### src/rtl/ampel_pkg.sv
// ampel_pkg: phase encoding, lamp bundle and default phase durations
// shared by the ampel_ctrl_n traffic-light controller slice.
package ampel_pkg;

  typedef enum logic [2:0] {
    RGELB,
    GRUEN,
    GELB,
    ALLROT,
    NACHT
  } phase_e;

  typedef struct packed {
    logic rt;
    logic ge;
    logic gr;
  } lamp_t;

  localparam int NUM_DIR_DEF  = 2;
  localparam int CNT_W_DEF    = 5;
  localparam int T_RGELB_DEF  = 2;
  localparam int T_GRUEN_DEF  = 15;
  localparam int T_GELB_DEF   = 3;
  localparam int T_ALLROT_DEF = 2;
  localparam int T_FUSS_DEF   = 5;

endpackage

### src/rtl/ampel_timer.sv
// ampel_timer: loadable phase interval counter, decremented on tick,
// holds at zero and flags it.
module ampel_timer #(
  parameter int CNT_W   = 5,
  parameter int RST_VAL = 0
) (
  input  logic             clk,
  input  logic             reset_n,
  input  logic             tick,
  input  logic             load,
  input  logic [CNT_W-1:0] load_val,
  output logic [CNT_W-1:0] value,
  output logic             zero
);

  assign zero = (value == '0);

  always_ff @(posedge clk or negedge reset_n) begin
    if (!reset_n) begin
      value <= CNT_W'(RST_VAL);
    end else if (load) begin
      value <= load_val;
    end else if (tick && !zero) begin
      value <= value - CNT_W'(1);
    end
  end

endmodule

### src/rtl/ampel_ctrl_n.sv
// ampel_ctrl_n: round-robin N-direction traffic lights with pedestrian
// requests; night blinking is built only with AMPEL_NACHT_EN defined.
module ampel_ctrl_n
  import ampel_pkg::*;
#(
  parameter int NUM_DIR  = NUM_DIR_DEF,
  parameter int CNT_W    = CNT_W_DEF,
  parameter int T_RGELB  = T_RGELB_DEF,
  parameter int T_GRUEN  = T_GRUEN_DEF,
  parameter int T_GELB   = T_GELB_DEF,
  parameter int T_ALLROT = T_ALLROT_DEF,
  parameter int T_FUSS   = T_FUSS_DEF
) (
  input  logic                       clk,
  input  logic                       reset_n,
  input  logic                       tick,
  input  logic [NUM_DIR-1:0]         f_an,
  input  logic                       nacht,
  output logic [NUM_DIR-1:0]         rt,
  output logic [NUM_DIR-1:0]         ge,
  output logic [NUM_DIR-1:0]         gr,
  output logic [NUM_DIR-1:0]         f_rt,
  output logic [NUM_DIR-1:0]         f_gr,
  output logic [NUM_DIR-1:0]         f_sg,
  output logic [$clog2(NUM_DIR)-1:0] dir
);

  localparam int DW    = $clog2(NUM_DIR);
  localparam int T_MIN = (T_GRUEN < T_FUSS) ? T_GRUEN : T_FUSS;

  localparam logic [CNT_W-1:0] LD_RGELB  = CNT_W'(T_RGELB - 1);
  localparam logic [CNT_W-1:0] LD_GRUEN  = CNT_W'(T_GRUEN - 1);
  localparam logic [CNT_W-1:0] LD_GELB   = CNT_W'(T_GELB - 1);
  localparam logic [CNT_W-1:0] LD_ALLROT = CNT_W'(T_ALLROT - 1);
  localparam logic [CNT_W-1:0] LD_FUSS   = CNT_W'(T_FUSS - 1);
  localparam logic [CNT_W-1:0] LD_SHORT  = CNT_W'(T_MIN - 1);

  phase_e             phase, phase_n;
  logic [DW-1:0]      dir_n;
  logic [NUM_DIR-1:0] req, req_n;
  logic               tload;
  logic [CNT_W-1:0]   tval;
  logic [CNT_W-1:0]   timer;
  logic               tzero;
  logic               adv;
  logic               fg_c, fg_n;
  lamp_t              lp;

`ifdef AMPEL_NACHT_EN
  logic blink, blink_n;
`else
  logic unused_nacht;
  assign unused_nacht = nacht;
`endif

  ampel_timer #(
    .CNT_W  (CNT_W),
    .RST_VAL(T_ALLROT - 1)
  ) u_tmr (
    .clk     (clk),
    .reset_n (reset_n),
    .tick    (tick),
    .load    (tload),
    .load_val(tval),
    .value   (timer),
    .zero    (tzero)
  );

  assign adv = tick && tzero;

  always_comb begin
    phase_n = phase;
    dir_n   = dir;
    tload   = 1'b0;
    tval    = timer;
    req_n   = req;
    fg_c    = 1'b0;
    fg_n    = 1'b0;
`ifdef AMPEL_NACHT_EN
    blink_n = blink;
`endif
    unique case (1'b1)
      (phase == RGELB): if (adv) begin
        phase_n = GRUEN;
        tload   = 1'b1;
        tval    = req[dir] ? LD_SHORT : LD_GRUEN;
      end
      (phase == GRUEN): begin
        // shortening wins over a same-cycle tick decrement
        if (req[dir] && timer > LD_FUSS) begin
          tload = 1'b1;
          tval  = LD_FUSS;
        end else if (adv) begin
          phase_n = GELB;
          tload   = 1'b1;
          tval    = LD_GELB;
        end
      end
      (phase == GELB): if (adv) begin
        phase_n = ALLROT;
        tload   = 1'b1;
        tval    = LD_ALLROT;
      end
      (phase == ALLROT): if (adv) begin
        phase_n = RGELB;
        dir_n   = (dir == DW'(NUM_DIR - 1)) ? '0 : dir + DW'(1);
        tload   = 1'b1;
        tval    = LD_RGELB;
`ifdef AMPEL_NACHT_EN
        if (nacht) begin
          phase_n = NACHT;
          dir_n   = dir;
          tload   = 1'b0;
          tval    = timer;
          blink_n = 1'b1;
        end
`endif
      end
`ifdef AMPEL_NACHT_EN
      (phase == NACHT): if (tick) begin
        if (!nacht) begin
          phase_n = ALLROT;
          dir_n   = DW'(NUM_DIR - 1);
          tload   = 1'b1;
          tval    = LD_ALLROT;
        end else begin
          blink_n = ~blink;
        end
      end
`endif
      default: ;
    endcase
    // requests clear on the edge that raises the crossing's green
    for (int d = 0; d < NUM_DIR; d++) begin
      fg_c = (phase == GRUEN) && (dir != DW'(d));
      fg_n = (phase_n == GRUEN) && (dir_n != DW'(d));
      if (fg_n) begin
        req_n[d] = 1'b0;
      end else if (f_an[d] && !fg_c && phase != NACHT) begin
        req_n[d] = 1'b1;
      end
    end
  end

  always_ff @(posedge clk or negedge reset_n) begin
    if (!reset_n) begin
      phase <= ALLROT;
      dir   <= DW'(NUM_DIR - 1);
      req   <= '0;
    end else begin
      phase <= phase_n;
      dir   <= dir_n;
      req   <= req_n;
    end
  end

`ifdef AMPEL_NACHT_EN
  always_ff @(posedge clk or negedge reset_n) begin
    if (!reset_n) begin
      blink <= 1'b0;
    end else begin
      blink <= blink_n;
    end
  end
`endif

  always_comb begin
    rt   = '0;
    ge   = '0;
    gr   = '0;
    f_rt = '0;
    f_gr = '0;
    f_sg = '0;
    lp   = '{rt: 1'b1, ge: 1'b0, gr: 1'b0};
    for (int d = 0; d < NUM_DIR; d++) begin
      lp = '{rt: 1'b1, ge: 1'b0, gr: 1'b0};
      if (dir == DW'(d)) begin
        unique case (phase)
          RGELB:   lp = '{rt: 1'b1, ge: 1'b1, gr: 1'b0};
          GRUEN:   lp = '{rt: 1'b0, ge: 1'b0, gr: 1'b1};
          GELB:    lp = '{rt: 1'b0, ge: 1'b1, gr: 1'b0};
          default: ;
        endcase
      end
      rt[d]   = lp.rt;
      ge[d]   = lp.ge;
      gr[d]   = lp.gr;
      f_gr[d] = (phase == GRUEN) && (dir != DW'(d));
      f_rt[d] = !f_gr[d];
      f_sg[d] = req[d];
`ifdef AMPEL_NACHT_EN
      if (phase == NACHT) begin
        rt[d]   = 1'b0;
        ge[d]   = blink;
        gr[d]   = 1'b0;
        f_rt[d] = 1'b0;
        f_gr[d] = 1'b0;
        f_sg[d] = 1'b0;
      end
`endif
    end
  end

endmodule

### config.mk
export PLATFORM = sky130hd
export DESIGN_NAME = ampel_ctrl_n
export DESIGN_NICKNAME = d
export VERILOG_FILES = /design/src/rtl/ampel_pkg.sv /design/src/rtl/ampel_timer.sv /design/src/rtl/ampel_ctrl_n.sv
export SDC_FILE = /design/constraint.sdc
export NUM_CORES = 1
export LEC_CHECK = 0
export BUFFER_PORTS_ARGS = -buffer_cell sky130_fd_sc_hd__buf_4
export CAP_MARGIN = 20
export CORE_MARGIN = 3
export CORE_UTILIZATION = 43
export CTS_CLUSTER_DIAMETER = 200
export CTS_CLUSTER_SIZE = 24
export DETAILED_ROUTE_END_ITERATION = 8
export GPL_TIMING_DRIVEN = 0
export PLACE_DENSITY_LB_ADDON = 0.08
export SKIP_LAST_GASP = 1
export SLEW_MARGIN = 20
export SYNTH_ARGS = -nofsm -noshare
export SYNTH_HDL_FRONTEND = slang
export SYNTH_HIERARCHICAL = 1
export SYNTH_SLANG_ARGS = --single-unit
### constraint.sdc
create_clock -name clk -period 2.2 [get_ports clk]
set_clock_uncertainty 0.05 [all_clocks]
set_input_delay 0.44 -clock clk [delete_from_list [all_inputs] [get_ports clk]]
set_output_delay 0.44 -clock clk [all_outputs]
set_load 0.1 [all_outputs]
==> results.json, run 1 <==
{
  "topRoutingLayerUsed": "met4",
  "crit_path_max_incr_delay_ns": 0.53,
  "critPathLaunchType": "register",
  "layout.cells.non_filler": 149,
  "final_nets": 132,
  "io_pins": 19,
  "syn2layout_area_growth_pct": 38.7,
  "crit_type": "register to primary output",
  "cp_top_family": "simple AND/OR/NAND/NOR gates",
  "setup_viol": 0,
  "cts_tree": "yes",
  "final_area_sq_um": 1200,
  "rsz0062_at_grt": "true",
  "drt_wl_total_um": 2050,
  "synth_largest_area_cell": "dfrtp_1",
  "drcViolationCount": 0,
  "port_buffers": 17,
  "setup_ws_ns": 0.00142,
  "avgViaCountPerCell": 5.42,
  "post-route-period-util_pct": 99.9,
  "ys_ff_latch": 11,
  "hold_violations": 0,
  "synthFlopType": "dfrtp_1",
  "syn_area_sq_um": 867,
  "insertedDiodeCount": 0,
  "htreeDepth": 1,
  "yosysTopAreaCellShare_pct": 20.2,
  "path_clk_slew_ns": 0.07,
  "drive_above_1_share_pct": 44.4,
  "start_util_pct": 47.6,
  "cts-root-buf": "clkbuf_4",
  "met3_length_um": 115,
  "syn_inst": 100,
  "hold_path.class": "input port to register",
  "end_kind": "primary output",
  "min_period_ns": 2.20,
  "drt_iter0_markers": 12,
  "design.core.area_sq_um": 1820,
  "critPathRequiredTime_ns": 1.71,
  "antenna_found_initial": 0,
  "synthArstFlopShare_pct": 100,
  "clockBufferDepth": 2,
  "seq_area_frac_synth_pct": 32.3,
  "drt-wirelength-per-cell_um": 13.8,
  "track_usage_pct": 18.1,
  "worst_ep_arrival_time_ns": 1.71,
  "insertion_delay_ns": 0.27,
  "synth_warnings": 6,
  "synth_top_cells_by_count": "inv_1, a21oi_1, dfrtp_1",
  "die_w_um": 50.9,
  "num_rows": 15,
  "dp.final_hpwl_um": 1430,
  "place_area_sq_um": 1080,
  "dieArea_sq_um": 2590,
  "grt_pass1_vias": 805,
  "status": "finished, final reports clean",
  "drv_cap": 0,
  "synth_edf_count": 0,
  "pre_cts_ws_ns": -0.208,
  "dr.pass1.iters": 4,
  "place_inst": 142,
  "cts_buffers": 3,
  "grt_first_pass_wirelength_um": 3530,
  "synth.area.top_cells": "dfrtp_1, dfstp_2, inv_1",
  "slew_viol_final": 0,
  "tightest_slew_ns": 0.485,
  "fmax_mhz": 455,
  "drt-met1-wl_um": 972,
  "crit_chain": "or3b_4 > or2_4 > clkinvlp_4 > buf_12",
  "syn_nets": 107,
  "gp_congestion": 0.822,
  "ys_types": 40,
  "wl_met2_um": 948,
  "die-height_um": 50.9,
  "grt_start_max_net_pins": 12,
  "avgSynthCellArea_sq_um": 8.67,
  "cts.sinks": 11,
  "slowest_stage": "dfstp_2",
  "critPathMaxFanout": 3,
  "post-synth-top-count-cell": "inv_1",
  "final_antenna_net_count": 0,
  "overflow": 0,
  "tns_ns": 0,
  "dr_total_vias": 808,
  "slew_headroom_pct": 67.7,
  "worstPathBufferInverterCount": 2
}
state kept, by name (all words and copies together), names as in the netlist:
name	cells
u_tmr/value	5
phase	3
f_sg	2
dir	1
layer usage:
| layer | vias to the layer above | global-route usage, % |
|---|---|---|
| li1 | 399 | - |
| met3 | 2 | 6.71 |
| met1 | 386 | 23.6 |
| met4 | 0 | 4.04 |
| met5 | - | 0 |
| met2 | 21 | 28.3 |
cells by family after synthesis:
kind of cell / share of synthesized area [%]
mux: 3.75
buf+inv: 8.66
compound gates: 23.4
xor+xnor: 4.04
simple gates: 26.4
flops: 32.3
fa+ha+maj: 1.44
repair_timing:
item | CTS | global route
pin swaps | 1 | 0
endpoints found under the hold margin | 7 | 0
endpoints found under the setup margin | 12 | 11
resized for setup | 13 | 13
hold buffers | 1 | 0
buffers inserted | 4 | 1
metrics by stage:
step	util, %	hold WS (ns)
final	66.0	0.444
after global routing	66.0	0.446
after CTS	65.0	0.442
after detailed placement	59.1	0.233
after global placement	59.1	0.232
after floorplan	-	0.0944
final cells by class:
type	instances	area, sq um
plain buffers	5	31.3
flip-flops and latches	11	287
inverters	10	55.1
clock buffers	4	26.3
well taps	25	31.3
fillers	154	618
multi-input cells	71	548
repair buffers	23	224
cell usage in the layout, fill, tap and decap left out, drive strengths merged, types with 3 or more instances in the layout:
master,count
buf,24
a21oi,8
dfrtp,7
clkbuf,7
nand2,6
o21ai,6
nor3,6
inv,6
nand2b,5
clkinvlp,4
dfstp,4
nand3b,3
nor2,3
or3,3
xnor2,3
worst paths after layout:
kind	startpoint	endpoint	slack, ns	cells past startpoint
setup / recovery	phase[0]$_DFF_PN1_	f_gr[0]	0.001	4
hold / removal	f_an[1]	f_sg[1]$_DFFE_PN0P_	0.44	3
setup reg to reg	u_tmr/value[0]$_DFFE_PN1P_	u_tmr/value[2]$_DFFE_PN0P_	0.07	9
hold reg to reg	phase[2]$_DFF_PN0_	phase[2]$_DFF_PN0_	0.49	1
max in group asynchronous	reset_n	phase[1]$_DFF_PN1_	1.39	2
min in group asynchronous	reset_n	u_tmr/value[2]$_DFFE_PN0P_	0.49	2
worst reg2reg max path: stages, from the launching register on:
cell and delay, ns:
dfstp_2 0.39, inv_1 0.10, ha_2 0.20, or4b_4 0.48
inv_4 0.08, nand3b_1 0.10, buf_6 0.17, a211o_1 0.29
nor2b_1 0.11, a21oi_1 0.04
Power of run 1 is left out: the tool's default activity adds up to more than one toggle a clock period on the data nets, which glitch-free logic cannot reach.
==> run 2, diff against run 1 <==
==> constraint.sdc (replaced) <==
create_clock -name clk -period 2 [get_ports clk]
set_clock_uncertainty 0.05 [all_clocks]
set_input_delay 0.4 -clock clk [delete_from_list [all_inputs] [get_ports clk]]
set_output_delay 0.4 -clock clk [all_outputs]
set_load 0.1 [all_outputs]
==> run 2 against run 1 <==
The run now ends with setup timing left. Sequential share of layout area decreased by 3.3 points. Final cell count increased by 6.0%. Clock-buffer cell count unchanged. Non-clock buffer count increased by 9. Largest cell class unchanged.
==> results.json, run 2 (synthesized netlist as in run 1, its figures left out) <==
{
  "num_rows": 15,
  "drive_above_1_share_pct": 60.2,
  "track_usage_pct": 20.7,
  "reg2regPathDepth": 10,
  "num-fill-cells": 120,
  "cts.sinks": 11,
  "die-height_um": 50.9,
  "hold_path.class": "input port to register",
  "clockBufferDepth": 2,
  "crit_chain": "or3b_4 > or2_4 > clkinvlp_4 > buf_12",
  "dieArea_sq_um": 2590,
  "crit_path_max_incr_delay_ns": 0.54,
  "critPathMaxFanout": 3,
  "cts_tree": "yes",
  "grt_start_max_net_pins": 12,
  "overflow": 0,
  "slew_headroom_pct": 69.4,
  "drt_iter0_markers": 47,
  "cts-root-buf": "clkbuf_4",
  "dr_total_vias": 915,
  "die_w_um": 50.9,
  "gp_congestion": 0.794,
  "setup_viol": 12,
  "io_pins": 19,
  "port_buffers": 17,
  "avgViaCountPerCell": 5.79,
  "tns_ns": -1.31,
  "top_register": "u_tmr/value",
  "drv_cap": 0,
  "hold_violations": 0,
  "insertion_delay_ns": 0.27,
  "final_nets": 141,
  "insertedDiodeCount": 0,
  "final_common_cell": "buf_4",
  "drt_wl_total_um": 2540,
  "critPathLaunchType": "register",
  "dr.pass1.iters": 4,
  "r2r-end": "u_tmr/value[2]$_DFFE_PN0P_",
  "cts_buffers": 3,
  "post-route-period-util_pct": 110,
  "end_kind": "primary output",
  "holdPathStages": 3,
  "path_clk_slew_ns": 0.07,
  "slowest_stage": "dfstp_2",
  "failed_checks": "setup timing",
  "start_util_pct": 47.6,
  "tightest_slew_ns": 0.454,
  "setup_ws_ns": -0.198,
  "final_antenna_net_count": 0,
  "htreeDepth": 1,
  "status": "complete, but fails checks",
  "grt_first_pass_wirelength_um": 4110,
  "rrSetupSlack_ns": -0.07,
  "dp.final_hpwl_um": 1500,
  "drt-wirelength-per-cell_um": 16.1,
  "final_cell_mix": "buf_4, buf_12, a21oi_1",
  "antenna_found_initial": 0,
  "worst_ep_arrival_time_ns": 1.75,
  "hp-start": "f_an[1]",
  "utilization_pct": 76.6,
  "min_period_ns": 2.20,
  "drcViolationCount": 0,
  "worstHoldEndpoint": "f_sg[1]$_DFFE_PN0P_",
  "reg2reg_from": "u_tmr/value[1]$_DFFE_PN0P_",
  "rsz0062_at_grt": "true",
  "largest_reg_flops": 5,
  "crit_type": "register to primary output",
  "syn2layout_area_growth_pct": 60.9,
  "fmax_mhz": 455,
  "design.core.area_sq_um": 1820,
  "grt_pass1_vias": 870,
  "slew_viol_final": 0,
  "critPathRequiredTime_ns": 1.55
}
==> run 2: cell types whose count changed in the layout (fill, tap and decap cells not counted), moves of 2 or more <==
cell | before | now
buf_12 | 3 | 7
buf_4 | 17 | 21
o21ai_0 | 5 | 2
o21ai_2 | 0 | 3
nand2_1 | 6 | 4
nand2_2 | 0 | 2
nor2b_1 | 2 | 0
xnor2_1 | 3 | 1
xnor2_2 | 0 | 2
==> run 2: repair_timing <==
| action | CTS | global route |
|---|---|---|
| setup buffers | 12 | 0 |
| cloned | 1 | 0 |
| endpoints found under the setup margin | 15 | 19 |
| endpoints found under the hold margin | 7 | 0 |
| pin swaps | 5 | 5 |
| hold buffers | 1 | 0 |
| resized for setup | 29 | 21 |
==> run 2: worst max path at each step <==
stage | from | end | slack, ns | depth (start not counted)
3_5_place_dp | u_tmr/value[0]$_DFFE_PN1P_ | u_tmr/value[2]$_DFFE_PN0P_ | -0.18 | 9
2_1_floorplan | dir$_DFF_PN1_ | gr[0] | -0.35 | 4
5_1_grt | phase[0]$_DFF_PN1_ | f_gr[0] | -0.24 | 4
6_report | phase[0]$_DFF_PN1_ | f_gr[0] | -0.20 | 4
3_3_place_gp | u_tmr/value[0]$_DFFE_PN1P_ | u_tmr/value[2]$_DFFE_PN0P_ | -0.15 | 9
4_1_cts | phase[0]$_DFF_PN1_ | gr[1] | -0.17 | 4
==> run 2: critical path, delay by kind of cell, from the launching register on <==
kind	cells	cell delay [ns]
buffers and inverters	2	0.25
AND/OR/NAND/NOR	2	0.68
flip-flops	1	0.54
==> run 2: layer usage <==
metal / global-route usage, % / share of wire [%] / vias up
met5: 0 / 0 / -
met4: 5.38 / 2.6 / 0
met3: 5.54 / 7.8 / 8
met2: 32.6 / 49 / 47
met1: 27.7 / 41 / 440
li1: - / - / 420
==> run 2: metrics by stage <==
step / area (sq um) / hold WS [ns] / cells / setup WS [ns]
after floorplan: 945 / 0.0544 / 100 / -0.354
after global placement: 1100 / 0.192 / 142 / -0.151
after detailed placement: 1100 / 0.193 / 142 / -0.179
after CTS: 1320 / 0.411 / 158 / -0.172
after global routing: 1400 / 0.425 / 158 / -0.239
final: 1400 / 0.418 / 158 / -0.198
==> run 2: cell type report <==
type	count	area, sq um	share of cell area, %
plain buffers	6	46.3	3.32
clock buffers	4	26.3	1.88
inverters	10	57.6	4.13
multi-input cells	71	617	44.2
flip-flops and latches	11	287	20.5
well taps	25	31.3	2.24
repair buffers	31	330	23.7
Power of run 2 is left out for the same reason.
